==> src/rtl/rename_ckpt.sv <==
// rtl/rename_ckpt.sv - register rename with bitmap free list, ready scoreboard and branch checkpoints
module rename_ckpt #(
  parameter int ARCH_REGS = 32,
  parameter int PHYS_REGS = 64,
  parameter int NUM_CKPT  = 4
) (
  input  logic                          clk,
  input  logic                          rst_ni,
  input  logic                          d_valid_i,
  input  logic                          d_is_branch_i,
  input  logic                          d_rs1_valid_i,
  input  logic                          d_rs2_valid_i,
  input  logic                          d_rd_valid_i,
  input  logic [$clog2(ARCH_REGS)-1:0]  d_rs1_i,
  input  logic [$clog2(ARCH_REGS)-1:0]  d_rs2_i,
  input  logic [$clog2(ARCH_REGS)-1:0]  d_rd_i,
  output logic                          r_valid_o,
  output logic [$clog2(PHYS_REGS)-1:0]  r_rs1_o,
  output logic [$clog2(PHYS_REGS)-1:0]  r_rs2_o,
  output logic                          r_rs1_ready_o,
  output logic                          r_rs2_ready_o,
  output logic [$clog2(PHYS_REGS)-1:0]  r_rd_o,
  output logic [$clog2(PHYS_REGS)-1:0]  r_rd_old_o,
  output logic [$clog2(NUM_CKPT)-1:0]   r_ckpt_tag_o,
  output logic                          rn_full_o,
  input  logic                          wb_valid_i,
  input  logic [$clog2(PHYS_REGS)-1:0]  wb_idx_i,
  input  logic                          commit_valid_i,
  input  logic [$clog2(PHYS_REGS)-1:0]  commit_free_i,
  input  logic                          br_valid_i,
  input  logic                          br_hit_i,
  input  logic [$clog2(NUM_CKPT)-1:0]   br_tag_i
);
  localparam int AW = $clog2(ARCH_REGS);
  localparam int PW = $clog2(PHYS_REGS);
  localparam int CW = $clog2(NUM_CKPT);

  logic [PW-1:0]        map_q  [ARCH_REGS];
  logic [PW-1:0]        ckpt_q [NUM_CKPT][ARCH_REGS];
  logic [PHYS_REGS-1:0] mask_q [NUM_CKPT];
  logic [PHYS_REGS-1:0] used_q, ready_q, used_next, ready_next, alloc_bit;
  logic [CW-1:0]        head_q, tail_q;
  logic [CW:0]          count_q;
  logic [NUM_CKPT-1:0]  active;

  logic          mispredict, resolve, hit, restore;
  logic          alloc_req, found_free, accept, do_alloc, do_branch;
  logic [PW-1:0] free_idx, rs1_map, rs2_map;

  assign mispredict = br_valid_i & ~br_hit_i;
  assign resolve    = br_valid_i & (br_tag_i == head_q) & (count_q != '0);
  assign hit        = resolve & br_hit_i;
  assign restore    = resolve & ~br_hit_i;
  assign alloc_req  = d_rd_valid_i & (d_rd_i != '0);

  // Lowest free preg above 0; p0 is the hardwired x0 mapping and never handed out.
  always_comb begin
    free_idx   = '0;
    found_free = 1'b0;
    for (int p = PHYS_REGS - 1; p >= 1; p--) begin
      if (!used_q[p]) begin
        free_idx   = PW'(p);
        found_free = 1'b1;
      end
    end
  end

  assign rn_full_o = d_valid_i & ~mispredict &
                     ((d_is_branch_i & (count_q == (CW+1)'(NUM_CKPT))) | (alloc_req & ~found_free));
  assign accept    = d_valid_i & ~rn_full_o & ~mispredict;
  assign do_alloc  = accept & alloc_req;
  assign do_branch = accept & d_is_branch_i;
  assign alloc_bit = do_alloc ? ({{(PHYS_REGS-1){1'b0}}, 1'b1} << free_idx) : '0;

  assign rs1_map       = map_q[d_rs1_i];
  assign rs2_map       = map_q[d_rs2_i];
  assign r_valid_o     = accept;
  assign r_rs1_o       = (d_valid_i & d_rs1_valid_i) ? rs1_map : '0;
  assign r_rs2_o       = (d_valid_i & d_rs2_valid_i) ? rs2_map : '0;
  assign r_rs1_ready_o = d_valid_i & d_rs1_valid_i &
                         (ready_q[rs1_map] | (wb_valid_i & (wb_idx_i == rs1_map)));
  assign r_rs2_ready_o = d_valid_i & d_rs2_valid_i &
                         (ready_q[rs2_map] | (wb_valid_i & (wb_idx_i == rs2_map)));
  assign r_rd_o        = (d_valid_i & alloc_req) ? free_idx : '0;
  assign r_rd_old_o    = (d_valid_i & alloc_req) ? map_q[d_rd_i] : '0;
  assign r_ckpt_tag_o  = (d_valid_i & d_is_branch_i) ? tail_q : '0;

  always_comb begin
    for (int k = 0; k < NUM_CKPT; k++) begin
      active[k] = {1'b0, CW'(k) - head_q} < count_q;
    end
  end

  // Later assignments win: allocation overrides a same-cycle commit or writeback.
  always_comb begin
    used_next  = used_q;
    ready_next = ready_q;
    if (restore) used_next = used_next & ~mask_q[head_q];
    if (commit_valid_i && commit_free_i != '0) used_next[commit_free_i] = 1'b0;
    if (wb_valid_i) ready_next[wb_idx_i] = 1'b1;
    used_next  = used_next | alloc_bit;
    ready_next = ready_next & ~alloc_bit;
  end

  always_ff @(posedge clk) begin
    if (!rst_ni) begin
      for (int i = 0; i < ARCH_REGS; i++) map_q[i] <= PW'(i);
      for (int k = 0; k < NUM_CKPT; k++) mask_q[k] <= '0;
      used_q  <= {{(PHYS_REGS-ARCH_REGS){1'b0}}, {ARCH_REGS{1'b1}}};
      ready_q <= '1;
      head_q  <= '0;
      tail_q  <= '0;
      count_q <= '0;
    end else begin
      used_q  <= used_next;
      ready_q <= ready_next;
      if (restore) begin
        for (int i = 0; i < ARCH_REGS; i++) map_q[i] <= ckpt_q[head_q][i];
        head_q  <= '0;
        tail_q  <= '0;
        count_q <= '0;
      end else begin
        if (do_alloc) map_q[d_rd_i] <= free_idx;
        if (do_branch) begin
          for (int i = 0; i < ARCH_REGS; i++) ckpt_q[tail_q][i] <= map_q[i];
          tail_q <= tail_q + 1'b1;
        end
        // The branch's own rd is younger than its snapshot, so it lands in the new mask.
        for (int k = 0; k < NUM_CKPT; k++) begin
          if (do_branch && CW'(k) == tail_q) mask_q[k] <= alloc_bit;
          else if (active[k])               mask_q[k] <= mask_q[k] | alloc_bit;
        end
        head_q  <= head_q + CW'(hit);
        count_q <= count_q + (CW+1)'(do_branch) - (CW+1)'(hit);
      end
    end
  end

  tag_in_order: assert property (@(posedge clk) disable iff (!rst_ni)
    br_valid_i |-> br_tag_i == head_q);

endmodule
==> config.mk <==
export PLATFORM = sky130hd
export DESIGN_NAME = rename_ckpt
export DESIGN_NICKNAME = d
export VERILOG_FILES = /design/src/rtl/rename_ckpt.sv
export SDC_FILE = /design/constraint.sdc
export NUM_CORES = 2
export LEC_CHECK = 0
export CAP_MARGIN = 0
export CORE_AREA = 5 5 323 325
export DETAILED_ROUTE_END_ITERATION = 8
export DIE_AREA = 0 0 328 330
export PLACE_DENSITY = 0.84
export SLEW_MARGIN = 25
export SYNTH_ARGS = -nofsm -noshare
export SYNTH_HDL_FRONTEND = slang
export SYNTH_SLANG_ARGS = --single-unit
export TNS_END_PERCENT = 10
==> constraint.sdc <==
create_clock -name clk -period 12.7 [get_ports clk]
set_clock_uncertainty 0.2 [all_clocks]
set_input_delay 1.905 -clock clk [delete_from_list [all_inputs] [get_ports clk]]
set_output_delay 1.905 -clock clk [all_outputs]
set_load 0.01 [all_outputs]
==> out/results.ini <==
[sta]
slew_viol_final = 0
grt_setup_unrepaired = no
hold_viol_final = 0
worst-slew-pin-transition_ps = 1150
relSlewSlack = 0.229
post-route-period-util = 0.673
fin_crit_ps = 8540
hold_slack_ps = 294
final.setup.tns_ps = 0
clock.fmax_mhz = 117
setup_viol = 0

[worst_setup_path]
cp_slowest_stage_delay_ps = 950
slowest_stage = clkdlybuf4s50_1
rr_worst_depth = 8
cp.arrival_ps = 6440
crit_cells = 13
path_cells = clkdlybuf4s50_1 -> nor2b_1 -> a22oi_1 -> nand4_1 -> nand2_1 -> a211oi_4 -> buf_4 -> mux2i_1 -> o22ai_1 -> o41ai_2 -> o41ai_1 -> o41a_1 -> clkdlybuf4s50_1
end_kind = output port
worstSetupPathType = primary input to output port
startpoint = d_rs1_i[3]
cpLargestDelayFamily = buffers and inverters
cp_max_fo = 34
cp_common_cell = clkdlybuf4s50_1
rr_startpoint = used_q[31]
worstPathRequired_ps = 10600
crit_buf_inv = 3
start_kind = primary input

[worst_hold_path]
whs_path_depth = 1
min_path_type = flop to flop
min_from = ready_q[0]

[floorplanning]
die_area_mm2 = 0.108
ioPinCount = 70
design.core.area_mm2 = 0.101
start_util = 0.603
die_y_um = 330
dieWidth_um = 328
rows = 117

[global_routing]
grt_overflow = 0
grt_pass1_vias = 40643
grt_use_total = 0.352
grt_pass1_wl_mm = 278
grt_start_max_net_pins = 163
antenna_found_initial = 9

[placement]
io_buffer_count = 69
dpl.cell_count = 5259
routabilityCongestion = 1.00
hpwlAfterDp_mm = 115
placed_area_mm2 = 0.0630

[yosys]
ys_seq_area_frac = 0.640
syn_nets = 4100
synth_area_leaders = edfxtp_1 (60%), mux4_2 (14%), dfxtp_1 (4.4%)
ys_types = 75
syn_avg_cell_area_um2 = 15.1
synth_enable_flop_cells = 1212
synth-seq-cells = 1346
ys_warn_count = 0
synthArstFlopShare = 0
synth_top_area_frac = 0.596
synth_top_area_cell = edfxtp_1
syn_area_mm2 = 0.0610
synth-main-ff-cell = edfxtp_1
postSynthCellCount = 4048

[layout]
syn_to_final_growth_pct = 10.4
nets = 4078
drive_above_1_share = 0.170
final_cell_area_mm2 = 0.0674
stdcell_count = 5509
final_cell_mix = edfxtp_1 (1212), nand2_1 (448), mux4_2 (373), o21ai_0 (324), mux2i_1 (163)
mostFrequentLayoutCell = edfxtp_1

[job]
maxCapViolations = 0

[routing]
drtIter0Drc = 7484
dr_total_vias = 41302
wirelength_mm = 192
drtAntennaViolNets = 0
drc = 0
wl_per_cell_um = 34.8
dr.pass1.iters = 9
viasPerCell = 7.50

[cts]
tritoncts = yes
cts_setup_buffers = 0
path_clk_slew_ps = 60
htreeDepth = 4
insertion_delay_ps = 770
clock_sinks = 1346
postCtsHoldBufs = 0
cts_resized = 0
cts_buffers = 133
cts-root-buf = clkbuf_16
clockBufferDepth = 3

[power]
p_per_area_mw_per_mm2 = 151
vdd_drop_max_mv = 0.155
leakage_nw = 21.2

[status]
status = completed

[Yosys cell counts (26+ instances only)]
master	instances
edfxtp_1	1212
nand2_1	451
mux4_2	373
o21ai_0	325
clkbuf_1	220
a21oi_1	163
mux2i_1	163
dfxtp_1	134
nor2_1	133
nand3_1	104
nor3_1	80
a32o_1	50
a22oi_1	45
buf_1	41
o22a_1	33
o31ai_1	33
nand4_1	32
a22o_1	29
a211oi_1	26
inv_1	26
[routing by layer]
metal  vias to the layer above  track usage  share of wire
li1                      16210            -              -
met4                        10        0.226          0.080
met2                      3942        0.529           0.45
met1                     20275        0.453           0.32
met5                         -            0        0.00036
met3                       865        0.109           0.15
[final timing paths]
kind / end / slack (ps)
worst min-delay path: ready_q[0] / 290
worst min register to register: ready_q[0] / 290
worst max register to register: ready_q[14] / 6840
worst max-delay path: r_rs1_ready_o / 4160
[cell type report]
class                   count  area [um2]
clock buffers             165        3590
repair buffers            144        1280
flip-flops and latches   1346       39100
fillers                  6565       33800
diodes                      5        12.5
inverters                  27         111
well taps                1368        1710
clock inverters            80         785
multi-input cells        2374       20800
[logic make-up (layout without fill, tap and decap cells)]
kind of cell    after synthesis  in the layout  share of synthesized area
flops                      1346           1346                      0.640
simple gates                933            933                     0.0689
compound gates              852            852                     0.0895
mux                         558            558                      0.174
buf+inv                     328            416                     0.0224
xor+xnor                     19             19                    0.00273
fa+ha+maj                    12             12                    0.00258
other cells                   0              5                          0
[flip-flops by register name, indices dropped and copies added, names as in the netlist]
name / flops
head_q: 2
tail_q: 2
ready_q: 64
map_q: 192
ckpt_q: 768
count_q: 3
used_q: 63
mask_q: 252
[stage by stage]
| step | total power (W) | setup slack [ps] | utilization |
|---|---|---|---|
| floorplan | 0.00576 | 4220 | - |
| global placement | 0.00619 | 4160 | 0.622 |
| detailed placement | 0.00621 | 4200 | 0.623 |
| CTS | 0.0101 | 4190 | 0.666 |
| global route | 0.0104 | 3930 | 0.666 |
| finish | 0.0102 | 4160 | 0.666 |
[power by group]
part	internal, W	switching, W	total (W)	leakage (nW)
Combinational	0.000306	0.000749	0.00106	6.74
Sequential	0.00499	0.000145	0.00513	12.3
Clock	0.00224	0.00177	0.00401	2.15
Note: power is estimated with default switching activity, not from simulation.
